==> config.mk <==
export PLATFORM = sky130hd
export DESIGN_NAME = hex_scan_driver
export DESIGN_NICKNAME = d
export VERILOG_FILES = /design/src/rtl/hex_scan_driver_pkg.sv /design/src/rtl/hex_scan_driver_scan_tick_gen.sv /design/src/rtl/hex_scan_driver.sv
export SDC_FILE = /design/constraint.sdc
export NUM_CORES = 1
export LEC_CHECK = 0
export ABC_AREA = 1
export CAP_MARGIN = 20
export CORE_AREA = 2 2 83 85
export DETAILED_ROUTE_END_ITERATION = 8
export DIE_AREA = 0 0 85 87
export PLACE_DENSITY_LB_ADDON = 0.15
export SYNTH_ARGS = -nofsm -noshare
export SYNTH_HDL_FRONTEND = slang
export SYNTH_SLANG_ARGS = --single-unit
==> constraint.sdc <==
create_clock -name clk -period 1.7 [get_ports clk]
set_input_delay 0.34 -clock clk [delete_from_list [all_inputs] [get_ports clk]]
set_output_delay 0.34 -clock clk [all_outputs]
set_load 0.03 [all_outputs]
==> src/rtl/hex_scan_driver_pkg.sv <==
// Shared constants and helpers for the seven-segment display blocks.
// blank_mask marks the leading-zero slots of a packed display value.
package hex_scan_driver_pkg;

  localparam int CODE_W     = 4;
  localparam int MAX_DIGITS = 16;

  // Slot k is blanked when k > 0 and every digit from k upward is zero.
  function automatic logic [MAX_DIGITS-1:0] blank_mask(
    input logic [CODE_W*MAX_DIGITS-1:0] disp,
    input int                           digits
  );
    logic [MAX_DIGITS-1:0] mask;
    logic                  zero_above;
    mask       = {MAX_DIGITS{1'b0}};
    zero_above = 1'b1;
    for (int k = MAX_DIGITS - 1; k >= 0; k--) begin
      if (k < digits) begin
        zero_above = zero_above & (disp[CODE_W*k +: CODE_W] == {CODE_W{1'b0}});
        mask[k]    = zero_above & (k != 0);
      end else begin
        mask[k] = 1'b0;
      end
    end
    return mask;
  endfunction

endpackage

==> src/rtl/hex_scan_driver_scan_tick_gen.sv <==
// Slot prescaler: tick marks the last cycle of a slot, dark marks the first.
module scan_tick_gen #(
  parameter int TICK_DIV = 50000
) (
  input  logic clk,
  input  logic reset,
  output logic tick,
  output logic dark
);

  localparam int CNT_W = $clog2(TICK_DIV);

  logic [CNT_W-1:0] cnt_r;

  assign tick = (cnt_r == CNT_W'(TICK_DIV - 1));
  assign dark = (cnt_r == {CNT_W{1'b0}});

  // Prescaler counting 0..TICK_DIV-1.
  always_ff @(posedge clk) begin
    if (reset) begin
      cnt_r <= {CNT_W{1'b0}};
    end else if (tick) begin
      cnt_r <= {CNT_W{1'b0}};
    end else begin
      cnt_r <= cnt_r + CNT_W'(1);
    end
  end

endmodule

==> src/rtl/hex_scan_driver.sv <==
// Multiplexed seven-segment scan driver with frame-synchronous double
// buffering, leading-zero blanking and a dark cycle at the start of each slot.
module hex_scan_driver
  import hex_scan_driver_pkg::*;
#(
  parameter int DIGITS   = 4,
  parameter int TICK_DIV = 50000
) (
  input  logic                     clk,
  input  logic                     reset,
  input  logic                     load,
  input  logic [CODE_W*DIGITS-1:0] value_in,
  input  logic                     blank_lz,
  output logic [CODE_W-1:0]        nibble,
  output logic [DIGITS-1:0]        digit_en,
  output logic                     pending,
  output logic                     frame_done
);

  localparam int IDX_W = $clog2(DIGITS);
  localparam int VAL_W = CODE_W * DIGITS;
  localparam logic [DIGITS-1:0] SLOT0_SEL = {{(DIGITS-1){1'b0}}, 1'b1};

  logic [IDX_W-1:0]             idx_r;
  logic [VAL_W-1:0]             shadow_r;
  logic [VAL_W-1:0]             disp_r;
  logic                         pending_r;
  logic                         frame_done_r;
  logic                         tick_s;
  logic                         dark_s;
  logic                         wrap_s;
  logic [CODE_W*MAX_DIGITS-1:0] disp_ext_s;
  logic [MAX_DIGITS-1:0]        mask_s;

  scan_tick_gen #(
    .TICK_DIV(TICK_DIV)
  ) u_tick (
    .clk  (clk),
    .reset(reset),
    .tick (tick_s),
    .dark (dark_s)
  );

  assign wrap_s     = tick_s & (idx_r == IDX_W'(DIGITS - 1));
  assign pending    = pending_r;
  assign frame_done = frame_done_r;

  // Slot index, shadow/display buffers and frame status.
  always_ff @(posedge clk) begin
    if (reset) begin
      idx_r        <= {IDX_W{1'b0}};
      shadow_r     <= {VAL_W{1'b0}};
      disp_r       <= {VAL_W{1'b0}};
      pending_r    <= 1'b0;
      frame_done_r <= 1'b0;
    end else begin
      frame_done_r <= wrap_s;
      if (tick_s) begin
        idx_r <= (idx_r == IDX_W'(DIGITS - 1)) ? {IDX_W{1'b0}} : idx_r + IDX_W'(1);
      end
      if (load) begin
        shadow_r <= value_in;
      end
      // A load on the wrap edge goes straight to the display, so pending ends low.
      if (wrap_s) begin
        if (pending_r || load) begin
          disp_r <= load ? value_in : shadow_r;
        end
        pending_r <= 1'b0;
      end else if (load) begin
        pending_r <= 1'b1;
      end
    end
  end

  // Digit code and active-low enable for the current slot.
  always_comb begin
    disp_ext_s               = {(CODE_W*MAX_DIGITS){1'b0}};
    disp_ext_s[VAL_W-1:0]    = disp_r;
    mask_s                   = blank_mask(disp_ext_s, DIGITS);
    nibble                   = disp_r[CODE_W*idx_r +: CODE_W];
    if (dark_s || (blank_lz && mask_s[idx_r])) begin
      digit_en = {DIGITS{1'b1}};
    end else begin
      digit_en = ~(SLOT0_SEL << idx_r);
    end
  end

endmodule

==> results of run 1 <==
-- cells by family after synthesis --
kind of cell               count (synthesis)  synth area share
and+or+nand+nor                          199             0.365
DFF                                       52             0.402
AOI/OAI and AO/OA                         42            0.0812
buffers and inverters                     67             0.109
adders and majority gates                  6            0.0290
xor gates and xnor gates                   4            0.0135
-- path summary, 6_finish.rpt --
check	startpoint	end	slack, ns	cells past startpoint
setup reg to reg	u_tick.cnt_r[0]	disp_r[2]	0.09	10
hold / removal	u_tick.cnt_r[15]	u_tick.cnt_r[15]	0.49	2
setup / recovery	blank_lz	digit_en[3]	-0.1	8
hold reg to reg	u_tick.cnt_r[15]	u_tick.cnt_r[15]	0.49	2
-- report_power, final --
group          switching (mW)  internal (mW)  total, mW
sequential             0.0100           1.25       1.26
combinational           0.127          0.134      0.261
clock                   0.443          0.296      0.740
total                   0.581           1.68       2.26
-- Yosys cell counts --
| cell | count |
|---|---|
| a21oi_1 | 17 |
| buf_2 | 3 |
| buf_4 | 1 |
| buf_6 | 3 |
| clkbuf_1 | 6 |
| clkinv_1 | 2 |
| clkinv_2 | 1 |
| dfxtp_1 | 52 |
| ha_1 | 6 |
| inv_1 | 51 |
| nand2_1 | 66 |
| nand2_2 | 5 |
| nand3_1 | 11 |
| nand3_2 | 1 |
| nand4_1 | 22 |
| nand4_4 | 1 |
| nor2_1 | 59 |
| nor2_2 | 1 |
| nor2_4 | 3 |
| nor3_1 | 9 |
| nor3b_1 | 4 |
| o21ai_0 | 25 |
| or2_2 | 17 |
| xor2_1 | 4 |
-- routing by layer --
metal,GRT usage,share of wire,vias to the layer above
li1,-,-,1284
met1,0.225,0.49,1047
met2,0.276,0.47,33
met3,0.0332,0.029,5
met4,0.0346,0.0089,0
met5,0,0,-
-- tightest hold or removal path, delay by kind of cell (launching register included) --
| family | cells | cell delay (ns) |
|---|---|---|
| compound gates | 1 | 0.05 |
| flops | 1 | 0.34 |
| simple gates | 1 | 0.06 |
-- sequential cells by signal (all words and copies together) (netlist names) --
signal        count
idx_r             2
disp_r           16
u_tick.cnt_r     16
frame_done        1
shadow_r         16
pending           1
-- repair_timing --
item,4_1_cts,5_1_grt
resized for setup,22,10
gates cloned,1,2
hold buffers,0,0
setup buffers,4,5
setup endpoints to repair,8,32
pin swaps,4,5
-- area by class of cell --
| cell class | instances | area [um2] | share of cell area |
|---|---|---|---|
| multi-input combinational | 251 | 1320 | 0.391 |
| sequential | 52 | 1050 | 0.310 |
| timing repair buffer | 65 | 613 | 0.182 |
| inverter | 54 | 205 | 0.0608 |
| tap | 80 | 100 | 0.0297 |
| clock buffer | 5 | 68.8 | 0.0204 |
| clock inverter | 3 | 22.5 | 0.00667 |
-- layout by cell type (no fill, tap or decap) --
master            n
clkinv_1          1
dlymetal6s2s_1    1
o21ai_1           3
clkbuf_8          5
buf_4            35
ha_1              4
nand3_1          11
nor2_2            4
nand4_4           1
inv_1            47
buf_6             6
clkbuf_16         2
clkinv_4          1
clkdlybuf4s50_1  20
inv_6             1
nor2_1           56
or2_2            17
clkinv_2          3
nand2_1          62
o21ai_0          22
xor2_1            4
nand2_2           8
buf_12            1
ha_4              2
nor2_4            3
dfxtp_2           4
nor3_2            1
nand4_1          22
dfxtp_1          48
nand3_2           1
a21oi_1          17
nand2_4           1
nor3_1            8
nor3b_1           4
inv_2             4
-- metrics by stage --
| step | cell area [um2] | TNS [ns] |
|---|---|---|
| after floorplan | 2590 | 0 |
| after global placement | 3070 | -0.618 |
| after detailed placement | 3070 | -0.786 |
| after CTS | 3250 | -0.501 |
| after global routing | 3370 | -1.30 |
| final | 3370 | -0.386 |
==> metrics, run 1 <==
Clock Latency Late Sink=0.31 ns; vias in the first global route=2,202; syn_area_per_cell=7.00 um2; Max stage delay on crit path=0.45 ns; Synth Warn #=0; arrival time worst endpoint=1.46 ns; final core occ=0.514; Worst Hold Slack=0.485 ns; Die W=85 um; crit share post-route=1.06; core area=6570 um2; CP dominant cell by count=nand3_1; # IOs=30; final std cells w/o fill=510; syn_nets=396; #FFs+latches synth=52; root buffer cell=clkbuf_8; per-cell routed wire length=11.9 um; worst hold path type=reg2reg; Post-DP HPWL=4300 um; RSZ-0062 raised after global routing=true; worst setup margin=-0.0989 ns; total gr overflow=0; Placer Congestion=0.854; status=finished, violations left; Synth-to-Final Area Change=30.3%; port bufs=29; Power, Total=2.26 mW; worst path bufs/invs=3; TritonRoute pass-1 iters=4; clock tree buffer depth=2; CTS tree=yes; violated checks=setup timing; Max Cap Violations=0; Initial Util=0.394; # placed instances=490; Pins Over Slew Limit=0; worst vdd ir=0.000456 V; initial antenna violation count=0; drt total wl=6070 um; Slowest-stage cell, CP=clkdlybuf4s50_1; dpl ws=-0.160 ns; clock skew=0.0106 ns; Critical Path End Type=primary output; Critical Path Fanout Max=4; PwrDens=670 nW/um2; deepest level of the CTS H-tree=2; Cell Rows=30; post-synth top area share=0.402; Slew HR=0.703; Final Hold Viols=0; synthesized netlist cell count=370; top cells by area, synth=dfxtp_1 40%, nand2_1 9.6%, nor2_1 8.6%; Netlist cell types=24; Seq/Total Area, Yosys=0.402; synthesized area=2590 um2; largest net degree at the start of global routing=18; critical path launch point type=input pin; final setup violation count=7; DRT iter0 DRCs=75; Tot GR Track Use=0.166; largest area contributor in the netlist=dfxtp_1; fill count=696; first-pass GRT wire length=10,000 um; Die Y=87 um; CTS Buf Count=5; Cell Chain, Critical Path=clkdlybuf4s50_1 > nand3_1 > nor3_1 > nand3_1 > nand2_1 > inv_2 > nand2_2 > buf_6; # nets final=455; via count=2,369; LEAKAGE=1.42 nW; Max Clk Rate=0.556 GHz; cell family with most CP delay=buffers and inverters; Avg Vias per Cell=4.65; die area=7400 um2; Crit Path Class=in2out; post-route ant nets=0; fraction of layout cells with a size suffix above 1=0.233; worst-margin pin slew=0.442 ns; Worst-path clk slew=0.10 ns; Period minus WS final=1.80 ns; number of remaining DRC errors=0; Ant. Diodes=0; clock sinks=52; worst path required time=1.36 ns
(Power assumes the default switching activity.)
==> inputs of run 2 (changes only) <==
- SETUP_SLACK_MARGIN: default -> 0.4
- SYNTH_HIERARCHICAL: default -> 1
- clock period: 1.7 -> 1.98 ns (I/O delays scaled with it)
==> run 2 against run 1 <==
Sequential cell count did not move. Synthesized cell count fell by 6.8%. The flow now finishes without violations. Worst hold slack got worse by 0.018 ns. Die area did not move. Critical endpoint is now disp_r[5]. Via count barely moved. Largest cell class unchanged. Total power fell by 17%. Clock skew fell by 0.0018 ns. Critical path depth rose by 3.
==> metrics, run 2 <==
Cell Chain, Critical Path=buf_12 > ha_4 > nand3_4 > nor4_4 > nand2_2 > inv_4 > o21ai_4 > buf_12 > buf_12 > o21ai_1 > a21oi_2 (was clkdlybuf4s50_1 > nand3_1 > nor3_1 > nand3_1 > nand2_1 > inv_2 > nand2_2 > buf_6); Die Y=87 um (unchanged); Max stage delay on crit path=0.37 ns (was 0.45 ns); dpl ws=0.0179 ns (was -0.160 ns); Post-DP HPWL=4110 um (was 4300 um); Clk pwr share=0.308 (was 0.327); worst path required time=2.17 ns (was 1.36 ns); via count=2,370 (was 2,369); CTS tree=yes (unchanged); total gr overflow=0 (unchanged); Reg power frac=0.575 (was 0.558); status=finished, final reports clean (was finished, violations left); syn_nets=371 (was 396); number of remaining DRC errors=0 (unchanged); clock sinks=52 (unchanged); worst path bufs/invs=4 (was 3); Tot GR Track Use=0.176 (was 0.166); clock skew=0.00882 ns (was 0.0106 ns); Max Clk Rate=0.544 GHz; largest net degree at the start of global routing=20 (was 18); # nets final=422 (was 455); Ant. Diodes=0 (unchanged); synthesized area=2620 um2 (was 2590 um2); cell family with most CP delay=simple AND/OR/NAND/NOR gates (was buffers and inverters); final setup violation count=0 (was 7); Internal Power=1.40 mW (was 1.68 mW); top cells by area, synth=dfxtp_1 40%, nand2_1 10%, a21oi_1 6.5% (was dfxtp_1 40%, nand2_1 9.6%, nor2_1 8.6%); drt total wl=6420 um (was 6070 um); post-route ant nets=0 (unchanged); CP dominant cell by count=buf_12 (was nand3_1); Avg Vias per Cell=4.98 (was 4.65); Top Registers=disp_r: 16 flops, shadow_r: 16 flops, u_tick/cnt_r: 16 flops (was disp_r: 16 flops, shadow_r: 16 flops, u_tick.cnt_r: 16 flops); Initial Util=0.399 (was 0.394); Seq/Total Area, Yosys=0.397 (was 0.402); crit share post-route=0.928; # placed instances=448 (was 490); CTS Buf Count=5 (unchanged); per-cell routed wire length=13.5 um (was 11.9 um); worst hold path type=reg2reg (unchanged); Worst Hold Slack=0.468 ns (was 0.485 ns); Netlist cell types=29 (was 24); Hold-fix buffers, CTS=0 (unchanged); Switching Fraction=0.254 (was 0.257); Cell Rows=30 (unchanged); TritonRoute pass-1 iters=4 (unchanged); port bufs=29 (unchanged); Slowest-stage cell, CP=dfxtp_4 (was clkdlybuf4s50_1); Critical Path Fanout Max=6 (was 4); P_sw=0.478 mW (was 0.581 mW); RSZ-0062 raised after global routing=true (unchanged); root buffer cell=clkbuf_8 (unchanged); syn_area_per_cell=7.60 um2 (was 7.00 um2); largest area contributor in the netlist=dfxtp_1 (unchanged); Post-synth ARST share=0 (unchanged); # IOs=30 (unchanged); Placer Congestion=0.835 (was 0.854); Worst-path clk slew=0.09 ns (was 0.10 ns); most common cell in the netlist=nand2_1 (unchanged); Clock Latency Late Sink=0.30 ns (was 0.31 ns); Synth-to-Final Area Change=38.2% (was 30.3%); Max Cap Violations=0 (unchanged); post-synth top area share=0.397 (was 0.402); sum of negative setup slack=0 ns (was -0.386 ns); vias in the first global route=2,187 (was 2,202); critical path launch point type=flop (was input pin); most frequent cells in the layout=70 x nand2_1, 44 x dfxtp_1, 35 x inv_1 (was 62 x nand2_1, 56 x nor2_1, 48 x dfxtp_1); fill count=606 (was 696); synthesized netlist cell count=345 (was 370); Synth Warn #=6 (was 0); Crit Path Class=reg2reg (was in2out); worst vdd ir=0.000336 V (was 0.000456 V); Synth Flop Type=dfxtp_1 (unchanged); commonest cells in the synthesized netlist=70 x nand2_1, 52 x dfxtp_1, 39 x nor2_1, 36 x inv_1, 34 x a21oi_1 (was 66 x nand2_1, 59 x nor2_1, 52 x dfxtp_1, 51 x inv_1, 25 x o21ai_0); worst setup margin=0.143 ns (was -0.0989 ns); fraction of layout cells with a size suffix above 1=0.341 (was 0.233); combinational group share of total power=0.116 (was 0.115); die area=7400 um2 (unchanged); deepest level of the CTS H-tree=2 (unchanged); Period minus WS final=1.84 ns; Slew HR=0.721 (was 0.703); Die W=85 um (unchanged); Critical Path End Type=flop (was primary output); clock tree buffer depth=2 (unchanged); worst-margin pin slew=0.417 ns (was 0.442 ns); arrival time worst endpoint=2.03 ns (was 1.46 ns); commonest non-fill, non-tap cell in the layout=nand2_1 (unchanged); PwrDens=520 nW/um2 (was 670 nW/um2); core area=6570 um2 (unchanged); EDFF count, synth=0 (unchanged); first-pass GRT wire length=10,400 um (was 10,000 um); Final Hold Viols=0 (unchanged); DRT iter0 DRCs=75 (unchanged); initial antenna violation count=0 (unchanged); LEAKAGE=1.45 nW (was 1.42 nW); Pins Over Slew Limit=0 (unchanged); #FFs+latches synth=52 (unchanged); final std cells w/o fill=476 (was 510)
## run 2: repair_timing
| item | in CTS | in global routing |
|---|---|---|
| gates resized for setup | 56 | 27 |
| hold endpoints to repair | 0 | 0 |
| pin swaps | 15 | 15 |
| setup buffers | 14 | 2 |
| endpoints found under the setup margin | 26 | 42 |
| gates cloned | 4 | 1 |
## run 2: power by group through the flow
stage          combinational [mW]  sequential, mW  clock [mW]
2_1_floorplan               0.121            1.11           0
5_1_grt                     0.241            1.09       0.643
4_1_cts                     0.208            1.08       0.603
6_report                    0.219            1.08       0.580
3_5_place_dp                0.186            1.11           0
3_3_place_gp                0.184            1.11           0
## run 2: layout make-up
| type | instances | area [um2] | area share |
|---|---|---|---|
| well taps | 80 | 100 | 0.0276 |
| clock buffers | 6 | 72.6 | 0.0200 |
| clock inverters | 1 | 5.00 | 0.00138 |
| multi-input cells | 241 | 1570 | 0.432 |
| repair buffers | 55 | 641 | 0.177 |
| flip-flops and latches | 52 | 1060 | 0.293 |
| inverters | 41 | 176 | 0.0487 |
## run 2: worst reg2reg max path, delay by kind of cell (launching register included)
family,cells,cell delay (ns)
simple gates,3,0.52
buf+inv,4,0.46
flops,1,0.37
compound gates,3,0.27
fa+ha+maj,1,0.13
## run 2: logic make-up after synthesis
logic type / count (synthesis) / synth area share
AND/OR/NAND/NOR: 152 / 0.256
AO/OA/AOI/OAI: 76 / 0.194
XOR/XNOR: 6 / 0.0200
adder cells (fa/ha/maj): 6 / 0.0286
buffers and inverters: 53 / 0.104
flip-flops: 52 / 0.397
## run 2: worst paths after layout
kind	startpoint	endpoint	slack [ns]	cells after the start
max reg2reg	u_tick/cnt_r[0]	disp_r[5]	0.14	11
min reg2reg	disp_r[2]	disp_r[2]	0.47	2
max	u_tick/cnt_r[0]	disp_r[5]	0.14	11
min	disp_r[2]	disp_r[2]	0.47	2
## run 2: metrics by stage
stage	total power, mW	utilization	cell area (um2)
floorplan	1.23	-	2670
global placement	1.29	0.454	2980
detailed placement	1.30	0.454	2980
CTS	1.89	0.527	3460
global route	1.97	0.551	3620
finish	1.88	0.551	3620
## run 2: routing by layer
| metal | routed length [um] | global-route usage |
|---|---|---|
| met5 | 0 | 0 |
| met4 | 59 | 0.0433 |
| met3 | 192 | 0.0284 |
| met2 | 3160 | 0.297 |
| met1 | 3010 | 0.235 |
==> inputs of run 3 (changes only) <==
--- a/config.mk
+++ b/config.mk
@@ -9,8 +9,9 @@
 export CAP_MARGIN = 20
 export CORE_AREA = 2 2 83 85
+export CTS_CLUSTER_DIAMETER = 60
 export DETAILED_ROUTE_END_ITERATION = 8
 export DIE_AREA = 0 0 85 87
 export PLACE_DENSITY_LB_ADDON = 0.15
-export SETUP_SLACK_MARGIN = 0.4
+export SETUP_SLACK_MARGIN = 0.2
 export SYNTH_ARGS = -nofsm -noshare
 export SYNTH_HDL_FRONTEND = slang
==> constraint.sdc (replaced) <==
create_clock -name clk -period 1.98 [get_ports clk]
set_input_delay 0.297 -clock clk [delete_from_list [all_inputs] [get_ports clk]]
set_output_delay 0.297 -clock clk [all_outputs]
set_load 0.03 [all_outputs]
==> run 3 against run 2 <==
Die area unchanged. Register-to-register slack better by 0.11 ns. Non-clock buffer count fell by 6. Sequential power barely moved. Cell count is 1.3% lower. Worst setup slack improved by 0.098 ns. Cell area shrank 6.6%. Via count fell by 5.0%. Fmax up 5.6%. Total power rose by 4.3%. Sequential share of layout area increased by 2.0 points. Critical endpoint is now digit_en[0].
==> metrics, run 3 (synthesized netlist as in run 2, its figures left out) <==
status=finished, final reports clean (unchanged); hold path depth=2 (unchanged); Clock Latency Late Sink=0.31 ns (was 0.30 ns); worst-case reg-to-reg path depth=10 (was 11); Avg Vias per Cell=4.79 (was 4.98); sum of negative setup slack=0 ns (unchanged); flop2flop setup slack=0.25 ns (was 0.14 ns); CTS tree=yes (unchanged); Tot GR Track Use=0.163 (was 0.176); Initial Util=0.399 (unchanged); clock skew=0.00802 ns (was 0.00882 ns); post-route ant nets=0 (unchanged); fraction of layout cells with a size suffix above 1=0.287 (was 0.341); port bufs=29 (unchanged); Final Hold Viols=0 (unchanged); Reg-to-Reg End=disp_r[0] (was disp_r[5]); dpl ws=0.227 ns (was 0.0179 ns); deepest level of the CTS H-tree=2 (unchanged); end of the worst hold path=disp_r[2] (unchanged); worst path required time=1.68 ns (was 2.17 ns); first-pass GRT wire length=9710 um (was 10,400 um); total gr overflow=0 (unchanged); Power, Total=1.96 mW (was 1.88 mW); number of remaining DRC errors=0 (unchanged); per-cell routed wire length=12.9 um (was 13.5 um); # nets final=415 (was 422); die area=7400 um2 (unchanged); Critical Path End Type=primary output (was flop); PwrDens=580 nW/um2 (was 520 nW/um2); via count=2,251 (was 2,370); Synth-to-Final Area Change=29.1% (was 38.2%); Placer Congestion=0.858 (was 0.835); RSZ-0062 raised after global routing=true (unchanged); Pins Over Slew Limit=0 (unchanged); Critical Path Fanout Max=4 (was 6); crit share post-route=0.879 (was 0.928); worst vdd ir=0.000283 V (was 0.000336 V); Max Clk Rate=0.575 GHz (was 0.544 GHz); root buffer cell=clkbuf_8 (unchanged); Die W=85 um (unchanged); Worst-path clk slew=0.10 ns (was 0.09 ns); final setup violation count=0 (unchanged); clock sinks=52 (unchanged); Ant. Diodes=0 (unchanged); worst-margin pin slew=0.407 ns (was 0.417 ns); commonest non-fill, non-tap cell in the layout=nand2_1 (unchanged); Crit Path Class=reg2out (was reg2reg); most frequent cells in the layout=70 x nand2_1, 43 x dfxtp_1, 38 x nor2_1 (was 70 x nand2_1, 44 x dfxtp_1, 35 x inv_1); worst setup margin=0.240 ns (was 0.143 ns); Post-DP HPWL=4220 um (was 4110 um); arrival time worst endpoint=1.44 ns (was 2.03 ns); drt total wl=6080 um (was 6420 um); # IOs=30 (unchanged); Max Cap Violations=0 (unchanged); final core occ=0.515 (was 0.551); Top Registers=disp_r: 16 flops, shadow_r: 16 flops, u_tick/cnt_r: 16 flops (unchanged); DRT iter0 DRCs=104 (was 75); worst hold start=disp_r[2] (unchanged); largest net degree at the start of global routing=25 (was 20); Cell Rows=30 (unchanged); RR Startpoint=u_tick/cnt_r[0] (unchanged); Period minus WS final=1.74 ns (was 1.84 ns); LEAKAGE=1.34 nW (was 1.45 nW); Die Y=87 um (unchanged); core area=6570 um2 (unchanged); vias in the first global route=2,038 (was 2,187); clock tree buffer depth=2 (unchanged); critical path launch point type=flop (unchanged); initial antenna violation count=0 (unchanged); Slew HR=0.728 (was 0.721); CTS Buf Count=5 (unchanged); TritonRoute pass-1 iters=5 (was 4); worst hold path type=reg2reg (unchanged); Worst Hold Slack=0.470 ns (was 0.468 ns)
## run 3: changes by cell type in the layout (fill, tap and decap cells not counted), moves of 3 or more
cell	delta
dfxtp_2	+3
nor2_2	-6
buf_12	-3
buf_4	+5
buf_16	-4
nor2_1	+6
a21oi_1	+9
buf_6	-5
a21oi_2	-8
o21ai_2	-4
## run 3: power by group
group	switching, mW	internal [mW]	total [mW]
logic	0.127	0.104	0.230
registers	0.0143	1.07	1.08
clock network	0.366	0.284	0.650
total	0.507	1.46	1.96
## run 3: how the worst max path moves through the flow
stage	startpoint	end	slack (ns)	cells past startpoint
after floorplan	idx_r[0]	nibble[2]	0.32	4
after global placement	blank_lz	digit_en[0]	0.21	6
after detailed placement	blank_lz	digit_en[0]	0.23	6
after CTS	idx_r[0]	digit_en[0]	0.20	7
after global routing	u_tick/cnt_r[0]	digit_en[1]	0.16	8
final	u_tick/cnt_r[0]	digit_en[0]	0.24	8
## run 3: what timing repair did
action / 4_1_cts / 5_1_grt
gates resized for setup: 20 / 27
hold buffers: 0 / 0
cloned: 0 / 3
setup buffers: 2 / 6
setup endpoints to repair: 4 / 22
pin swaps: 5 / 8
## run 3: critical path, cell delays in order, from the launching register on
cell,delay (ns)
dfxtp_2,0.34
buf_6,0.12
inv_4,0.05
ha_4,0.11
nand4_1,0.10
nor2_2,0.14
inv_2,0.07
nand3_2,0.08
buf_6,0.13
## run 3: per-layer routing
metal  wire length [um]  GRT usage
met1               2920      0.228
met2               2830      0.251
met3                256     0.0360
met4                 70     0.0505
met5                  0          0
## run 3: area by class of cell
| class | count | area (um2) |
|---|---|---|
| well taps | 80 | 100 |
| fillers | 640 | 3190 |
| clock buffers | 6 | 82.6 |
| inverters | 41 | 165 |
| repair buffers | 49 | 497 |
| flip-flops and latches | 52 | 1060 |
| multi-input cells | 240 | 1470 |
| clock inverters | 2 | 15.0 |
## run 3: stage by stage
stage          area (um2)  std cells
2_1_floorplan        2640        345
3_3_place_gp         2980        451
3_5_place_dp         2980        451
4_1_cts              3160        461
5_1_grt              3380        470
6_report             3380        470
